==> src/rtl/multiplier_sequencer.sv <==
// Operand buffer + control FSM that drives a sequential multiplier and returns its product on a
// valid/ready port. Define MULTIPLIER_SEQUENCER_TIMEOUT_EN to enable the WAIT watchdog and sticky o_error.
module multiplier_sequencer #(
  parameter int BITS    = 4,
  parameter int TIMEOUT = 32
) (
  input  logic              i_clock,
  input  logic              i_reset,
  input  logic              i_valid,
  output logic              o_ready,
  input  logic [BITS-1:0]   i_multiplicand,
  input  logic [BITS-1:0]   i_multiplier,
  output logic              o_start,
  output logic [BITS-1:0]   o_mul_multiplicand,
  output logic [BITS-1:0]   o_mul_multiplier,
  input  logic              i_finished,
  input  logic [2*BITS-1:0] i_product,
  output logic              o_valid,
  input  logic              i_ready,
  output logic [2*BITS-1:0] o_product,
  output logic              o_busy,
  output logic              o_error
);

  localparam logic [1:0] S_IDLE  = 2'd0;
  localparam logic [1:0] S_START = 2'd1;
  localparam logic [1:0] S_WAIT  = 2'd2;
  localparam logic [1:0] S_DONE  = 2'd3;

  logic [1:0]        state_q,    state_d;
  logic              buf_full_q, buf_full_d;
  logic [BITS-1:0]   buf_a_q,    buf_a_d;
  logic [BITS-1:0]   buf_b_q,    buf_b_d;
  logic [BITS-1:0]   mul_a_q,    mul_a_d;
  logic [BITS-1:0]   mul_b_q,    mul_b_d;
  logic              start_q,    start_d;
  logic              fin_q,      fin_d;
  logic              valid_q,    valid_d;
  logic [2*BITS-1:0] product_q,  product_d;
  logic              busy_q,     busy_d;
  logic              accept_s;
  logic              fin_rise_s;

`ifdef MULTIPLIER_SEQUENCER_TIMEOUT_EN
  localparam int              CW       = $clog2(TIMEOUT + 1);
  localparam logic [CW-1:0]   CNT_LAST = CW'(TIMEOUT - 1);
  logic [CW-1:0]     cnt_q,   cnt_d;
  logic              error_q, error_d;
`endif

  assign accept_s   = i_valid && !buf_full_q;
  // fin_q follows i_finished every cycle, so a level left high by the previous op is not an edge.
  assign fin_rise_s = i_finished && !fin_q;

  // Next-state logic for the FSM, operand buffer and result register.
  always_comb begin
    state_d    = state_q;
    buf_full_d = buf_full_q;
    buf_a_d    = buf_a_q;
    buf_b_d    = buf_b_q;
    mul_a_d    = mul_a_q;
    mul_b_d    = mul_b_q;
    start_d    = 1'b0;
    fin_d      = i_finished;
    valid_d    = valid_q;
    product_d  = product_q;
`ifdef MULTIPLIER_SEQUENCER_TIMEOUT_EN
    cnt_d      = cnt_q;
    error_d    = error_q;
`endif

    case (state_q)
      S_IDLE: begin
        if (buf_full_q) begin
          state_d    = S_START;
          mul_a_d    = buf_a_q;
          mul_b_d    = buf_b_q;
          start_d    = 1'b1;
          buf_full_d = 1'b0;
        end else begin
          state_d = S_IDLE;
        end
      end
      S_START: begin
        state_d = S_WAIT;
`ifdef MULTIPLIER_SEQUENCER_TIMEOUT_EN
        cnt_d   = {CW{1'b0}};
`endif
      end
      S_WAIT: begin
        if (fin_rise_s) begin
          state_d   = S_DONE;
          product_d = i_product;
          valid_d   = 1'b1;
`ifdef MULTIPLIER_SEQUENCER_TIMEOUT_EN
        end else if (cnt_q == CNT_LAST) begin
          state_d = S_IDLE;
          error_d = 1'b1;
        end else begin
          cnt_d = cnt_q + CW'(1);
        end
`else
        end else begin
          state_d = S_WAIT;
        end
`endif
      end
      S_DONE: begin
        if (i_ready && valid_q) begin
          state_d = S_IDLE;
          valid_d = 1'b0;
        end else begin
          state_d = S_DONE;
        end
      end
      default: begin
        state_d = S_IDLE;
        valid_d = 1'b0;
      end
    endcase

    // A fresh pair wins over a pop in the same cycle.
    if (accept_s) begin
      buf_full_d = 1'b1;
      buf_a_d    = i_multiplicand;
      buf_b_d    = i_multiplier;
    end else begin
      buf_full_d = buf_full_d;
    end
  end

  assign busy_d = (state_d != S_IDLE);

  // State and output registers.
  always_ff @(posedge i_clock or negedge i_reset) begin
    if (!i_reset) begin
      state_q    <= S_IDLE;
      buf_full_q <= 1'b0;
      buf_a_q    <= {BITS{1'b0}};
      buf_b_q    <= {BITS{1'b0}};
      mul_a_q    <= {BITS{1'b0}};
      mul_b_q    <= {BITS{1'b0}};
      start_q    <= 1'b0;
      fin_q      <= 1'b0;
      valid_q    <= 1'b0;
      product_q  <= {(2*BITS){1'b0}};
      busy_q     <= 1'b0;
    end else begin
      state_q    <= state_d;
      buf_full_q <= buf_full_d;
      buf_a_q    <= buf_a_d;
      buf_b_q    <= buf_b_d;
      mul_a_q    <= mul_a_d;
      mul_b_q    <= mul_b_d;
      start_q    <= start_d;
      fin_q      <= fin_d;
      valid_q    <= valid_d;
      product_q  <= product_d;
      busy_q     <= busy_d;
    end
  end

`ifdef MULTIPLIER_SEQUENCER_TIMEOUT_EN
  // Watchdog counter and sticky timeout flag.
  always_ff @(posedge i_clock or negedge i_reset) begin
    if (!i_reset) begin
      cnt_q   <= {CW{1'b0}};
      error_q <= 1'b0;
    end else begin
      cnt_q   <= cnt_d;
      error_q <= error_d;
    end
  end
  assign o_error = error_q;
`else
  assign o_error = (TIMEOUT < 0) ? 1'b1 : 1'b0;
`endif

  assign o_ready            = !buf_full_q;
  assign o_start            = start_q;
  assign o_mul_multiplicand = mul_a_q;
  assign o_mul_multiplier   = mul_b_q;
  assign o_valid            = valid_q;
  assign o_product          = product_q;
  assign o_busy             = busy_q;

endmodule
==> config.mk <==
export PLATFORM = sky130hd
export DESIGN_NAME = multiplier_sequencer
export DESIGN_NICKNAME = d
export VERILOG_FILES = /design/src/rtl/multiplier_sequencer.sv
export SDC_FILE = /design/constraint.sdc
export NUM_CORES = 1
export LEC_CHECK = 0
export BUFFER_PORTS_ARGS = -buffer_cell sky130_fd_sc_hd__buf_2
export CAP_MARGIN = 5
export CORE_UTILIZATION = 51
export CTS_BUF_LIST = sky130_fd_sc_hd__clkbuf_4 sky130_fd_sc_hd__clkbuf_8
export CTS_CLUSTER_SIZE = 28
export DETAILED_ROUTE_END_ITERATION = 7
export PLACE_DENSITY = 0.87
export RECOVER_POWER = 50
export SLEW_MARGIN = 20
export SYNTH_ARGS = -nofsm -noshare
export SYNTH_HDL_FRONTEND = slang
export SYNTH_SLANG_ARGS = --single-unit
==> constraint.sdc <==
create_clock -name i_clock -period 1.7 [get_ports i_clock]
set_input_delay 0.17 -clock i_clock [delete_from_list [all_inputs] [get_ports i_clock]]
set_output_delay 0.17 -clock i_clock [all_outputs]
set_load 0.03 [all_outputs]
==> out/results.tsv, run 1 <==
stage	metric	value	unit
timing	Final Setup Violations	0	
route	Via density	4.932	
grt	vias in the first global route	738	
clocking	clock sink count	31	
hold_path	Tightest Hold Check Type	primary input to flop	
clocking	Root Driver	clkbuf_4	
synthesis	Async SR Flop Fraction	100.0	%
cells_and_area	Antenna Diode Count	0	
clocking	setup bufs post-CTS	0	
clocking	clock slew at reported path FFs	0.08	ns
synthesis	number of flops mapped to enable cells by yosys	0	
timing	Fmax	696.0	MHz
timing	Max-slew headroom	52.21	%
power	worst vdd ir	1093	uV
clocking	Num CTS Buffers	5	
timing	Tightest Pin Transition	0.7169	ns
route	DR WL/cell	14.36	um
power	Pwr Density	2003	mW/mm2
route	DRT iter0 DRCs	4	
floorplanning	Die Wd	50.73	um
critical_path	slowest stage delay, CP	0.45	ns
route	DR pass1 iterations	4	
route	Routed Antenna Nets	0	
floorplanning	Initial Util	54.23	%
critical_path	critical path's top delay family	flip-flops	
floorplanning	floorplan row count	17	
cells_and_area	share of cells above drive strength 1	55.00	%
synthesis	top-count cell post-synth	dfrtp_1	
synthesis	Mapped Cells	74	
critical_path	CP endpoint kind	flop	
synthesis	Post-synth top cells	31 x dfrtp_1, 17 x mux2_2, 7 x mux2_4	
timing	pins over their slew limit	0	
power	Leak	0.0007069	uW
floorplanning	Core ar.	0.002233	mm2
route	DRC violations left	0	
timing	RSZ-0062 raised after global routing	no	
run	Max Cap Viol	0	
cells_and_area	nets	142	
timing	Final Hold Viols	0	
synthesis	Synth Area per Inst	16.37	um2
cells_and_area	Layout area overhead	22.21	%
critical_path	CP Class	flop to flop	
cells_and_area	fin cells	148	
synthesis	total of warnings raised by yosys	0	
grt	antenna violations before repair	0	
synthesis	register bit count reported by yosys	31	
synthesis	Synth top area share	64.05	%
place	GPL Wtd Cong	0.6110	
critical_path	slowest cell on the critical path	dfrtp_1	
place	# port buffers	40	
floorplanning	Die H	50.73	um
grt	Overflow after GRT	0	
place	number of instances in the placed design	140	
clocking	worst-skew pair later-pin latency	0.32	ns
place	Post-DP HPWL	1616	um
synthesis	share of the yosys chip area belonging to registers	64.05	%
clocking	Max Root-Sink Buffers	2	
timing	fin crit period	1.437	ns
timing	Final period util	84.52	%
critical_path	critical-path maximum fanout	10	
floorplanning	die area	0.002574	mm2
route	via count	730	
critical_path	critical-path cell list	nor3b_2 -> buf_4 -> mux2_2	
critical_path	CP bufs+invs	1	
route	drt total wl	2125	um
grt	first-pass GRT wire length	3463	um
grt	largest net degree at the start of global routing	32	
outcome	outcome	finished clean	
critical_path	CP required	1.90	ns
synthesis	synth top area cells	dfrtp_1 64%, mux2_2 16%, mux2_4 8.7%	
clocking	Post-CTS Resized	0	
floorplanning	# IOs	42	
synthesis	Syn Nets	95	
synthesis	Cell Area, Synth	0.001211	mm2
timing	worst clock skew	0.004226	ns
clocking	H-tree depth	2	
critical_path	startpoint class of the critical path	flop	
critical_path	Arrival @ worst endpoint	1.64	ns
synthesis	Synth cell types	20	
timing	setup tns final	0	ns
synthesis	Post-synth top flop	dfrtp_1	
clocking	CTS Hold Buffers Added	2	
synthesis	area leader, netlist	dfrtp_1	
power	Tot Pwr	2965	uW
grt	Total GRT Usage	19.87	%
clocking	TritonCTS clock tree	done	
-- kinds of logic after synthesis --
group | count (synthesis) | share of synthesized area [%]
flops | 31 | 64.05
buf+inv | 5 | 3.202
mux | 24 | 24.48
simple gates | 10 | 5.786
other cells | 1 | 0.3096
compound gates | 3 | 2.170
-- cell usage in the layout (no fill, tap or decap) --
cell / synthesis / layout
mux2_4: 7 / 7
and2_1: 1 / 1
a211o_1: 1 / 1
nand2_1: 1 / 1
nor3b_2: 1 / 1
and4bb_4: 1 / 1
clkbuf_4: 0 / 6
clkbuf_2: 0 / 1
nand4_1: 1 / 1
inv_1: 1 / 1
buf_4: 1 / 2
nor2_1: 2 / 2
a21o_1: 1 / 1
a311o_1: 1 / 1
nand3_1: 1 / 1
conb_1: 1 / 1
mux2_2: 17 / 17
nor2b_1: 1 / 1
buf_2: 1 / 30
clkbuf_1: 0 / 9
or2_2: 1 / 1
dlygate4sd3_1: 0 / 2
dfrtp_1: 31 / 31
-- layout make-up --
class,count,area (um2)
multi-input combinational,38,396.6
clock buffer,6,45.04
fill,181,753.2
inverter,1,3.754
timing repair buffer,44,224.0
tap,28,35.03
sequential,31,775.7
-- through the flow --
| step | worst slack [ns] | hold WS (ns) | area [um2] | utilization [%] |
|---|---|---|---|---|
| after detailed placement | 0.3134 | 0.2323 | 1426 | 63.87 |
| after global routing | 0.2054 | 0.05133 | 1480 | 66.27 |
| after CTS | 0.2652 | 0.06133 | 1491 | 66.78 |
| after global placement | 0.3335 | 0.2256 | 1426 | 63.87 |
| final | 0.2632 | 0.07710 | 1480 | 66.27 |
| after floorplan | 0.4089 | -0.1256 | 1211 | - |
-- report_power, final --
| part | switching (uW) | total (uW) | internal (uW) | leakage, uW |
|---|---|---|---|---|
| Combinational | 749 | 1300 | 553 | 0.000315 |
| Clock | 206 | 369 | 162 | 0.0000276 |
| Sequential | 206 | 1290 | 1090 | 0.000364 |
| Total | 1160 | 2960 | 1800 | 0.000707 |
-- worst paths after layout --
kind / start / end / slack (ns) / cells after the start
min in group asynchronous: i_reset / o_mul_multiplier[2] / 0.44 / 2
max in group asynchronous: i_reset / buf_a_q[0] / 0.81 / 2
max: state_q[1] / o_mul_multiplicand[2] / 0.26 / 3
min reg2reg: buf_b_q[2] / o_mul_multiplier[2] / 0.51 / 1
min: i_product[0] / o_product[0] / 0.08 / 2
max reg2reg: state_q[1] / o_mul_multiplicand[2] / 0.26 / 3
-- registers in the layout (all words and copies together), names as in the netlist --
register and cells:
o_product 8, o_mul_multiplicand 4, state_q 2, o_start 1
buf_a_q 4, buf_full_q 1, o_valid 1, fin_q 1
o_mul_multiplier 4, buf_b_q 4, o_busy 1
-- worst reg2reg max path, cell delays in order, from the launching register on --
cell and delay (ns):
dfrtp_1 0.45, nor3b_2 0.28, buf_4 0.24, mux2_2 0.35
-- per-layer routing --
layer	track usage, %	share of wire, %	up-vias
li1	-	-	348
met1	23.34	41	354
met2	31.33	52	24
met3	7.273	5.3	4
met4	11.11	1.4	0
met5	0	0	-
Note: power is estimated with default switching activity, not from simulation.
==> run 2, diff against run 1 <==
Settings changed: CORE_UTILIZATION 51 to 46, PLACE_DENSITY 0.87 to 0.83.
Clock period 1.7 ns to 1.3 ns, I/O delays scaled along.
==> run 2 against run 1 <==
Effect of this change: the run now ends with negative setup slack left; global-route usage down 1.1 points; power up 40%; wire length up 5.0%; clock power up 51%; hold slack worse by 0.047 ns; critical path type unchanged; largest power group unchanged.
==> out/results.tsv, run 2 (synthesis results as in run 1) <==
stage	metric	value	unit
power	power share of the clock group	13.5	%
floorplanning	Initial Util	48.89	%
route	DRT iter0 DRCs	4	
grt	largest net degree at the start of global routing	32	
hold_path	Min-Delay Endpoint	buf_b_q[2]	
power	worst vdd ir	2017	uV
timing	Tightest Pin Transition	0.7469	ns
hold_path	hold_sp	i_multiplier[2]	
power	sw power	1586	uW
clocking	H-tree depth	2	
route	drt total wl	2231	um
floorplanning	Die Wd	53.31	um
timing	Final Hold Viols	0	
cells_and_area	most common cell after layout, fill and taps aside	buf_2	
floorplanning	die area	0.002842	mm2
critical_path	CP required	1.50	ns
cells_and_area	Layout area overhead	31.41	%
route	Via density	4.981	
route	DR WL/cell	14.03	um
critical_path	CP Class	flop to flop	
route	DR pass1 iterations	4	
cells_and_area	nets	149	
timing	Final period util	101.7	%
cells_and_area	Layout fillers	209	
outcome	failing checks	negative setup slack	
timing	Fmax	756.5	MHz
timing	WHS	0.03007	ns
place	GPL Wtd Cong	0.7921	
clocking	clock sink count	31	
cells_and_area	share of cells above drive strength 1	64.34	%
floorplanning	floorplan row count	18	
cells_and_area	most frequent cells in the layout	38 x buf_2, 31 x dfrtp_1, 13 x mux2_2	
critical_path	FF-to-FF path depth	3	
hold_path	Tightest Hold Check Type	primary input to flop	
timing	Final Setup Violations	12	
timing	fin crit period	1.322	ns
place	Post-DP HPWL	1461	um
hold_path	hold path depth	2	
grt	first-pass GRT wire length	3574	um
power	Int Power	2566	uW
place	# port buffers	40	
critical_path	CP endpoint kind	flop	
run	Max Cap Viol	0	
route	via count	792	
floorplanning	# IOs	42	
critical_path	Critical Path Source	state_q[0]	
critical_path	Arrival @ worst endpoint	1.53	ns
critical_path	R2R Path End	o_product[7]	
floorplanning	Die H	53.31	um
clocking	worst-skew pair later-pin latency	0.32	ns
clocking	Root Driver	clkbuf_4	
critical_path	critical-path maximum fanout	4	
grt	vias in the first global route	824	
floorplanning	Core ar.	0.002477	mm2
power	Seq pwr share	40.2	%
power	Leak	0.0007914	uW
clocking	Num CTS Buffers	5	
grt	Total GRT Usage	18.81	%
power	Sw Ratio	38.19	%
clocking	Max Root-Sink Buffers	2	
route	DRC violations left	0	
power	Comb pwr share	46.4	%
timing	worst clock skew	0.009736	ns
critical_path	r2r setup slk	-0.02	ns
grt	antenna violations before repair	0	
timing	RSZ-0062 raised after global routing	yes	
critical_path	worst r2r src	state_q[0]	
critical_path	startpoint class of the critical path	flop	
grt	Overflow after GRT	0	
place	pre-CTS setup slack	-0.04478	ns
timing	pins over their slew limit	0	
route	Routed Antenna Nets	0	
timing	Max-slew headroom	50.21	%
power	Pwr Density	2609	mW/mm2
clocking	clock slew at reported path FFs	0.09	ns
timing	final worst slack	-0.02189	ns
clocking	TritonCTS clock tree	done	
cells_and_area	max FFs per register	8	
outcome	outcome	finished, violations left	
cells_and_area	Antenna Diode Count	0	
## run 2: worst max path at each step
stage | depth (start not counted) | slack, ns | to
after floorplan | 3 | 0.009 | o_mul_multiplicand[0]
after global placement | 2 | 0.01 | o_product[0]
after detailed placement | 2 | -0.04 | o_product[0]
after CTS | 3 | -0.03 | o_product[7]
after global routing | 3 | -0.07 | o_mul_multiplicand[2]
final | 3 | -0.02 | o_product[7]
## run 2: cell type report
cell class / count / area (um2) / share of cell area [%]
Timing Repair Buffer: 51 / 305.3 / 19.18
Tap cell: 30 / 37.54 / 2.358
Clock buffer: 7 / 52.55 / 3.302
Sequential cell: 31 / 775.7 / 48.74
Inverter: 1 / 3.754 / 0.2358
Clock inverter: 1 / 5.005 / 0.3145
Multi-Input combinational cell: 38 / 411.6 / 25.86
## run 2: repair_timing
action / CTS / global route
resized for setup: 4 / 6
hold endpoints to repair: 32 / 0
pin swaps: 1 / 1
hold buffers: 2 / 0
endpoints found under the setup margin: 14 / 17
setup buffers: 4 / 0
## run 2: critical path, cell delays in order (launching register included)
cell and delay, ns:
dfrtp_1 0.42, and4bb_4 0.35, buf_6 0.14, mux2_4 0.30
## run 2: power groups by stage
stage / clock (uW) / combinational, uW / sequential, uW
6_report: 559 / 1930 / 1670
5_1_grt: 627 / 2050 / 1730
4_1_cts: 578 / 1880 / 1670
3_5_place_dp: 0 / 1820 / 1680
3_3_place_gp: 0 / 1770 / 1660
2_1_floorplan: 0 / 727 / 2240
## run 2: stage by stage
stage / instance area, um2 / setup TNS, ns / util, % / instances / power, uW
global route: 1592 / -0.7230 / 64.24 / 159 / 4403
global placement: 1451 / 0 / 58.59 / 145 / 3425
floorplan: 1211 / 0 / - / 74 / 2965
CTS: 1570 / -0.1506 / 63.38 / 159 / 4126
finish: 1592 / -0.1415 / 64.24 / 159 / 4152
detailed placement: 1451 / -0.05280 / 58.59 / 145 / 3496
## run 2: per-layer routing
layer / global-route usage [%] / wire (um) / up-vias
met5: 0 / 0 / -
met1: 19.29 / 955 / 390
met3: 8.333 / 221 / 3
met2: 31.25 / 1030 / 38
li1: - / - / 361
met4: 10.96 / 23 / 0
